**src/rtl/pool_sched_pkg.sv**
```systemverilog
// Shared types and constants for the pooling scheduler.
package pool_sched_pkg;

    typedef enum logic [2:0] {
        IDLE     = 3'd0,
        GET_A    = 3'd1,
        GET_B    = 3'd2,
        ISSUE_A  = 3'd3,
        ISSUE_B  = 3'd4,
        WAIT_SUM = 3'd5,
        EMIT     = 3'd6,
        FINISH   = 3'd7
    } state_t;

    localparam int unsigned TIMEOUT_CYCLES = 16;

endpackage

```
**src/rtl/pool_sched_win_counter.sv**
```systemverilog
// Window/strip position tracker. last_col flags the final window of the current strip,
// last_win flags that the current strip is the final strip, so both together mark the job's last window.
module pool_win_counter #(
    parameter int unsigned CNT_W = 8
) (
    input  logic             clk,
    input  logic             rst,
    input  logic             load,
    input  logic             step,
    input  logic [CNT_W-1:0] num_cols,
    input  logic [CNT_W-1:0] num_strips,
    output logic             last_col,
    output logic             last_win
);

    logic [CNT_W-1:0] cols_q;
    logic [CNT_W-1:0] strips_q;
    logic [CNT_W-1:0] col_cnt;
    logic [CNT_W-1:0] strip_cnt;
    logic [CNT_W-1:0] col_nx;
    logic [CNT_W-1:0] strip_nx;

    // Column position advances two per window and wraps into the next strip.
    always_comb begin
        col_nx   = col_cnt + CNT_W'(2);
        strip_nx = strip_cnt;
        if (last_col) begin
            col_nx   = '0;
            strip_nx = strip_cnt + CNT_W'(1);
        end
    end

    always_ff @(posedge clk or posedge rst) begin
        if (rst) begin
            cols_q    <= '0;
            strips_q  <= '0;
            col_cnt   <= '0;
            strip_cnt <= '0;
            last_col  <= 1'b0;
            last_win  <= 1'b0;
        end else if (load) begin
            cols_q    <= num_cols;
            strips_q  <= num_strips;
            col_cnt   <= '0;
            strip_cnt <= '0;
            last_col  <= (num_cols == CNT_W'(2));
            last_win  <= (num_strips == CNT_W'(1));
        end else if (step) begin
            col_cnt   <= col_nx;
            strip_cnt <= strip_nx;
            last_col  <= (col_nx == cols_q - CNT_W'(2));
            last_win  <= (strip_nx == strips_q - CNT_W'(1));
        end
    end

endmodule

```
**src/rtl/pool_sched.sv**
```systemverilog
// Pooling scheduler: gathers column pairs, feeds them to a reduction unit and streams pooled sums.
// Optional WAIT_SUM watchdog enabled by defining POOL_SCHED_TIMEOUT_EN.
module pool_sched
    import pool_sched_pkg::*;
#(
    parameter int unsigned DATA_WIDTH = 16,
    parameter int unsigned MAT_HEIGHT = 2,
    parameter int unsigned CNT_W      = 8
) (
    input  logic                                 clk,
    input  logic                                 rst,
    input  logic                                 start,
    input  logic [CNT_W-1:0]                     num_cols,
    input  logic [CNT_W-1:0]                     num_strips,
    input  logic                                 in_valid,
    input  logic [MAT_HEIGHT-1:0][DATA_WIDTH-1:0] in_col,
    output logic                                 in_ready,
    output logic                                 red_valid_in,
    output logic [MAT_HEIGHT-1:0][DATA_WIDTH-1:0] red_column,
    input  logic                                 red_valid_out,
    input  logic [DATA_WIDTH-1:0]                red_sum,
    output logic                                 out_valid,
    output logic [DATA_WIDTH-1:0]                out_data,
    output logic                                 out_last,
    input  logic                                 out_ready,
    output logic                                 busy,
    output logic                                 done,
    output logic                                 err
);

    state_t state;
    state_t state_next;

    logic [MAT_HEIGHT-1:0][DATA_WIDTH-1:0] buf_a;
    logic [MAT_HEIGHT-1:0][DATA_WIDTH-1:0] buf_b;
    logic                                  wait_armed;
    logic                                  cfg_bad;
    logic                                  start_ok;
    logic                                  in_hs;
    logic                                  out_hs;
    logic                                  capture;
    logic                                  timeout;
    logic                                  last_col;
    logic                                  last_win;

    logic                                  in_ready_d;
    logic                                  red_valid_in_d;
    logic [MAT_HEIGHT-1:0][DATA_WIDTH-1:0] red_column_d;
    logic                                  out_valid_d;
    logic                                  out_last_d;
    logic                                  busy_d;
    logic                                  done_d;

    assign cfg_bad  = (num_cols == '0) || num_cols[0] || (num_strips == '0);
    assign start_ok = (state == IDLE) && start && !cfg_bad;
    assign in_hs    = in_valid && in_ready;
    assign out_hs   = out_valid && out_ready;
    // The first WAIT_SUM cycle may still see the previous window's valid, so it is skipped.
    assign capture  = (state == WAIT_SUM) && wait_armed && red_valid_out;

`ifdef POOL_SCHED_TIMEOUT_EN
    localparam int unsigned WD_W = $clog2(TIMEOUT_CYCLES);
    logic [WD_W-1:0] wd_cnt;

    assign timeout = (state == WAIT_SUM) && !capture && (wd_cnt == WD_W'(TIMEOUT_CYCLES - 1));

    always_ff @(posedge clk or posedge rst) begin
        if (rst) begin
            wd_cnt <= '0;
        end else if (state != WAIT_SUM) begin
            wd_cnt <= '0;
        end else begin
            wd_cnt <= wd_cnt + WD_W'(1);
        end
    end
`else
    assign timeout = 1'b0;
`endif

    pool_win_counter #(
        .CNT_W(CNT_W)
    ) u_win_counter (
        .clk       (clk),
        .rst       (rst),
        .load      (start_ok),
        .step      (out_hs),
        .num_cols  (num_cols),
        .num_strips(num_strips),
        .last_col  (last_col),
        .last_win  (last_win)
    );

    // State register; outputs are registered from the next-state decode.
    always_ff @(posedge clk or posedge rst) begin
        if (rst) begin
            state        <= IDLE;
            in_ready     <= 1'b0;
            red_valid_in <= 1'b0;
            red_column   <= '0;
            out_valid    <= 1'b0;
            out_last     <= 1'b0;
            busy         <= 1'b0;
            done         <= 1'b0;
        end else begin
            state        <= state_next;
            in_ready     <= in_ready_d;
            red_valid_in <= red_valid_in_d;
            red_column   <= red_column_d;
            out_valid    <= out_valid_d;
            out_last     <= out_last_d;
            busy         <= busy_d;
            done         <= done_d;
        end
    end

    always_comb begin
        state_next = state;
        case (state)
            IDLE:     if (start_ok) state_next = GET_A;
            GET_A:    if (in_hs) state_next = GET_B;
            GET_B:    if (in_hs) state_next = ISSUE_A;
            ISSUE_A:  state_next = ISSUE_B;
            ISSUE_B:  state_next = WAIT_SUM;
            WAIT_SUM: begin
                if (capture)      state_next = EMIT;
                else if (timeout) state_next = FINISH;
            end
            EMIT:     if (out_hs) state_next = (last_col && last_win) ? FINISH : GET_A;
            FINISH:   state_next = IDLE;
            default:  state_next = IDLE;
        endcase
    end

    always_comb begin
        in_ready_d     = 1'b0;
        red_valid_in_d = 1'b0;
        red_column_d   = '0;
        out_valid_d    = 1'b0;
        out_last_d     = 1'b0;
        done_d         = 1'b0;
        busy_d         = (state_next != IDLE);
        case (state_next)
            GET_A, GET_B: in_ready_d = 1'b1;
            ISSUE_A: begin
                red_valid_in_d = 1'b1;
                red_column_d   = buf_a;
            end
            ISSUE_B:      red_column_d = buf_b;
            EMIT: begin
                out_valid_d = 1'b1;
                out_last_d  = last_col && last_win;
            end
            FINISH:       done_d = 1'b1;
            default: ;
        endcase
    end

    // Column buffers, captured sum and sticky error.
    always_ff @(posedge clk or posedge rst) begin
        if (rst) begin
            buf_a      <= '0;
            buf_b      <= '0;
            out_data   <= '0;
            wait_armed <= 1'b0;
            err        <= 1'b0;
        end else begin
            wait_armed <= (state == WAIT_SUM);
            if (state == GET_A && in_hs) buf_a <= in_col;
            if (state == GET_B && in_hs) buf_b <= in_col;
            if (capture) out_data <= red_sum;
            if (state == IDLE && start) begin
                err <= cfg_bad;
            end else if (timeout) begin
                err <= 1'b1;
            end
        end
    end

endmodule
```
**config.mk**
```make
export PLATFORM = sky130hd
export DESIGN_NAME = pool_sched
export DESIGN_NICKNAME = d
export VERILOG_FILES = /design/src/rtl/pool_sched_pkg.sv /design/src/rtl/pool_sched_win_counter.sv /design/src/rtl/pool_sched.sv
export SDC_FILE = /design/constraint.sdc
export NUM_CORES = 1
export LEC_CHECK = 0
export CAP_MARGIN = 25
export CELL_PAD_IN_SITES_DETAIL_PLACEMENT = 1
export CELL_PAD_IN_SITES_GLOBAL_PLACEMENT = 2
export CORE_MARGIN = 5
export CORE_UTILIZATION = 35
export CTS_CLUSTER_DIAMETER = 60
export DETAILED_ROUTE_END_ITERATION = 6
export GPL_ROUTABILITY_DRIVEN = 0
export PLACE_DENSITY_LB_ADDON = 0.1
export SYNTH_ARGS = -nofsm -noshare
export SYNTH_HDL_FRONTEND = slang
export SYNTH_SLANG_ARGS = --single-unit
```
**constraint.sdc**
```tcl
create_clock -name clk -period 6.93 [get_ports clk]
set_input_delay 1.386 -clock clk [delete_from_list [all_inputs] [get_ports clk]]
set_output_delay 1.386 -clock clk [all_outputs]
set_load 0.005 [all_outputs]
```
### After elaboration in Yosys (flattened, before gate mapping)

Cells that the tools add are included.

* flip-flop bits (word level): 157
* bits of input ports: 70

* multiplexer cells: 23
* reduce and logical (&&, ||, !) cells: 18
* equal/unequal tests: 17
* $add $sub $neg: 4

Operators by type and width (number)
* $pmux W32 S2: 1
* $mux W8: 6
* $pmux W3 S8: 1
* $eq A3 B3 Y1 const B: 7
* $mux W3: 6
* $eq A8 B8 Y1: 2
* $logic_not A8 Y1: 2
* $eq A3 B2 Y1 const B: 4
* $logic_and A1 B1 Y1: 9
* $mux W1: 9
* $add A8 B1 Y8 const B: 1
* $add A8 B2 Y8 const B: 1
* $eq A8 B1 Y1 const B: 1
* $eq A8 B2 Y1 const B: 1
* $sub A8 B1 Y8 const B: 1
* $sub A8 B2 Y8 const B: 1
* $eq A3 B1 Y1 const B: 2
* $logic_not A3 Y1: 1
* $reduce_bool A3 Y1: 1
* $logic_or A1 B1 Y1: 2
* $reduce_bool A2 Y1: 1
* $reduce_or A2 Y1: 1
* $logic_not A1 Y1: 1

### Depth between registers and ports, before layout

* depth after elaboration: 10
* gate-level depth with buffers: 8

### Cells and area by module

Synthesis repeated with hierarchy kept, for this count alone.

* cells, all modules: 536
* area total of the unflattened synthesis: 6840.3 um^2

By module, submodules not included
* pool_sched: cells each 304, area an instance 4707.0 um^2, instances 1, sequential area each 3078.0 um^2
* pool_win_counter: cells each 232, area an instance 2133.3 um^2, instances 1, sequential area each 850.8 um^2

### Worst setup path after synthesis

No wires, ideal clock.

* path type: input to register
* start: input num_strips[5]
* end: register busy
* stages: 6
* setup time: 131 ps
* data arrival time: 2761 ps
* path slack: 4038 ps
* cells stage by stage: or4_1 -> nor3_2 -> or4_1 -> buf_4 -> a21oi_2 -> or3_1

* longest elaborated chain between the ends: 7

Ends and longest elaborated chain
* start: declaration: RTL line pool_sched.sv:14 `input logic [CNT_W-1:0] num_strips,`
* $logic_not A8 Y1: RTL line pool_sched.sv:54 `assign cfg_bad = (num_cols == '0) || num_cols[0] || (num_strips == '0);`
* $logic_or A1 B1 Y1: RTL line pool_sched.sv:54
* $logic_not A1 Y1: RTL line pool_sched.sv:55 `assign start_ok = (state == IDLE) && start && !cfg_bad;`
* $logic_and A1 B1 Y1: RTL line pool_sched.sv:55
* $mux W3: RTL line pool_sched.sv:119 `IDLE: if (start_ok) state_next = GET_A;`
* $pmux W3 S8: RTL line pool_sched.sv:118 `case (state)`
* via state_next[0]: RTL line pool_sched.sv:32 `state_t state_next;`
* $reduce_bool A3 Y1: RTL line pool_sched.sv:141 `busy_d = (state_next != IDLE);`
* via busy_d: RTL line pool_sched.sv:51 `logic busy_d;`
* end signal: assignment: RTL line pool_sched.sv:111 `busy <= busy_d;`
* end: declaration: RTL line pool_sched.sv:26 `output logic busy,`

The timed path passes the listed nets, and every way through them passes these cells.
A chain may end at the register's enable or synchronous reset.

### Worst setup path after layout

Ends and elaborated chain as after synthesis.

==> summary.txt <==
Run status
  – Status: complete, no violations

Clock tree
  – Hold-fix buffers, CTS: 0
  – Clock insertion delay at the later pin of the skew report: 0.42 ns
  – Clk sinks: 157
  – CTS HTree Levels: 4
  – Clk buf depth: 2
  – CTS Buf Count: 17
  – PostCTS Resize Cnt: 0
  – Postcts setup bufs: 0
  – Root buffer cell: clkbuf_16
  – TritonCTS clock tree: yes
  – Clock transition at path regs: 0.07 ns

Critical path
  – R2R cell count: 7
  – Slowest CP cell: or4_1
  – Max FO, Critical Path: 16
  – Worst reg2reg path startpoint: state[2]
  – CP max stage delay: 0.58 ns
  – Crit path arrival time: 3.65 ns
  – Reg-to-reg endpoint: u_win_counter.last_col
  – Startpoint Class: primary input
  – CP cell instances: clkdlybuf4s50_1, or4_1, nor3_2, or4_1, a21oi_2, or3_1
  – Data required time of the critical path: 7.22 ns
  – Cell mode on critical path: or4_1
  – Cell family with most CP delay: simple AND/OR/NAND/NOR gates
  – R2R Setup Slk: 4.44 ns
  – Crit path kind: in -> reg
  – Worst path bufs/invs: 1
  – Crit end category: flip-flop

Yosys
  – Number of synthesized flops with an enable pin: 0
  – Mux contribution to synthesized area: 0.140
  – Synth Area in Simple Gates: 0.113
  – Synth Instances: 540
  – Ys async rst share: 1.00
  – Post-Syn Area per Cell: 12.4 µm²
  – Seq cells post-synth: 157
  – Main synth FF type: dfrtp_1
  – Netlist Area Pre-Place: 6670 µm²
  – Syn_nets: 614
  – Top post-synthesis cells by area: dfrtp_1 (59%), mux2_2 (14%), a22o_1 (4.2%)
  – Synth top area share: 0.589
  – Post-synth cell types: 44
  – Total of warnings raised by yosys: 0
  – Commonest cells in the netlist: dfrtp_1 (157), mux2_2 (81), nand2_1 (52), a22o_1 (32), nor2_1 (30)
  – Synth Area in Adders: 0.00750
  – Main combinational cell family by area after synthesis: multiplexers
  – Area leader, netlist: dfrtp_1
  – Seq/Total Area, Yosys: 0.589
  – Compound-cell area share of the yosys netlist: 0.0742
  – Synth Area in XOR/XNOR: 0.0525
  – Top-count cell post-synth: dfrtp_1

Power
  – Power per Cell Area: 357 nW/µm²
  – Net load switching power: 0.000965 W
  – Pleak: 3.83 nW
  – Peak VDD IR: 0.189 mV
  – Switching Fraction: 0.308
  – Sequential power share: 0.428
  – Combinational power share: 0.270
  – Power Internal: 0.00217 W
  – Clock power share: 0.303

Hold path
  – Hold Crit Depth: 1
  – Hold WC Path Type: reg -> reg
  – Hold worst-path end: red_column[7]
  – Hold_sp: buf_b[7]

Finish
  – NumNets Final: 734
  – Share of layout cells above drive strength 1: 0.193
  – Diodes inserted: 0
  – Fin util: 0.468
  – P&R area growth vs syn: 31.6%

GRT
  – First-pass GRT wire length: 26200 µm
  – Initial antenna violation count: 0
  – Total congestion overflow: 0
  – Gr usage total: 0.148
  – Largest net degree at the start of global routing: 99
  – Number of global-route vias before repair: 5041

Timing
  – Final Skew: 0.0109 ns
  – Tightest Pin Transition: 0.771 ns
  – Fmax: 298 MHz
  – Rel. slew slack: 0.486
  – Final Hold Viols: 0
  – Worst hold slack: 0.487 ns
  – Setup TNS: 0 ns
  – Setup Viol. Count Final: 0
  – Unrepaired setup endpoints after global routing: no
  – Final Critical Period: 3.36 ns
  – Max-slew violation count: 0
  – Fin crit share: 0.484

Placement
  – DP HPWL: 10700 µm
  – Port Buffers: 124

Die
  – Die width: 148 µm
  – Site Rows: 50
  – Die H: 148 µm
  – Core region area: 18800 µm²
  – I/O pin count: 125
  – Starting density of the core: 0.356
  – Full die area: 21900 µm²

Routing
  – Avg WL per Cell: 17.1 µm
  – DRT iter0 DRCs: 137
  – Detailed Route WL: 15500 µm
  – DRC errors left: 0
  – Post-DRT Antenna Nets: 0
  – Vias: 4612
  – DR pass1 iterations: 4
  – Vias per cell: 5.08

Flow run
  – Max_cap viols: 0
placed cells by master (no fill, tap or decap), types with 2 or more instances in the layout:
master	count
clkbuf_16	17
xnor2_1	27
nand3_1	16
nand4b_1	3
nor3_1	13
and3_1	5
or3_1	6
dfrtp_1	157
a21oi_1	15
mux2_2	81
nor2b_1	2
nor4_2	2
or4_1	4
a22o_1	32
inv_1	6
inv_6	5
nand2_1	52
nand2b_1	2
a21o_1	3
clkdlybuf4s50_1	124
xor2_1	13
clkinv_4	2
nand4_1	5
nand3b_1	3
buf_4	4
a31oi_1	2
o21ai_0	9
nor2_1	29
nor3b_1	2
inv_8	5
clkinv_8	3
mux2i_1	2
and2_1	3
ha_1	4
final cells by class:
class,count,area [µm²]
fillers,1954,9980
flip-flops and latches,157,3930
multi-input cells,347,2600
repair buffers,130,1320
clock buffers,17,425
well taps,234,293
clock inverters,15,188
inverters,7,31.3
kinds of logic after synthesis:
| family | Yosys count |
|---|---|
| flops | 157 |
| compound gates | 68 |
| fa+ha+maj | 4 |
| buf+inv | 36 |
| xor+xnor | 40 |
| mux | 83 |
| simple gates | 152 |
state kept, by name, summed over array words and instances (netlist names):
signal and cells:
buf_a 32, buf_b 32, u_win_counter.last_col 1, wait_armed 1
busy 1, u_win_counter.last_win 1, state 3, u_win_counter.col_cnt 8
out_valid 1, u_win_counter.cols_q 8, err 1, done 1
out_data 16, red_column 32, u_win_counter.strip_cnt 8, red_valid_in 1
u_win_counter.strips_q 8, out_last 1, in_ready 1
power groups by stage:
stage          Combinational, W  Clock, W  Sequential, W
3_3_place_gp           0.000833         0        0.00134
6_report               0.000846  0.000949        0.00134
5_1_grt                0.000944   0.00102        0.00138
3_5_place_dp           0.000861         0        0.00137
2_1_floorplan          0.000588         0        0.00131
4_1_cts                0.000867  0.000977        0.00135
worst reg2reg max path: cells and delay by family (launching register included):
family | cells | cell delay [ns]
AOI/OAI and AO/OA | 2 | 0.15
buffers and inverters | 1 | 0.45
DFF | 1 | 0.53
and+or+nand+nor | 4 | 1.28
per-stage QoR:
| step | instance area [µm²] | power [W] | worst slack (ns) | instances |
|---|---|---|---|---|
| 3_3_place_gp | 8120 | 0.00218 | 3.17 | 873 |
| 6_report | 8780 | 0.00314 | 3.57 | 907 |
| 3_5_place_dp | 8140 | 0.00223 | 3.11 | 874 |
| 2_1_floorplan | 6670 | 0.00190 | 1.31 | 540 |
| 5_1_grt | 8780 | 0.00335 | 3.45 | 907 |
| 4_1_cts | 8760 | 0.00319 | 3.55 | 906 |
worst max-delay path by stage:
| stage | cells after the start | start | to |
|---|---|---|---|
| 6_report | 6 | num_strips[5] | busy |
| 5_1_grt | 6 | num_cols[5] | busy |
| 4_1_cts | 6 | num_cols[5] | busy |
| 3_5_place_dp | 6 | num_cols[5] | busy |
| 3_3_place_gp | 6 | num_strips[5] | busy |
| 2_1_floorplan | 1 | rst | buf_a[0] |
per-layer routing:
| metal | global-route usage | up-vias | routed length (µm) |
|---|---|---|---|
| met5 | 0 | - | 0 |
| met4 | 0.0485 | 0 | 199 |
| met3 | 0.0296 | 15 | 562 |
| met2 | 0.238 | 86 | 7540 |
| met1 | 0.204 | 2369 | 7220 |
| li1 | - | 2142 | - |
Power figures use the tool's default switching activity.
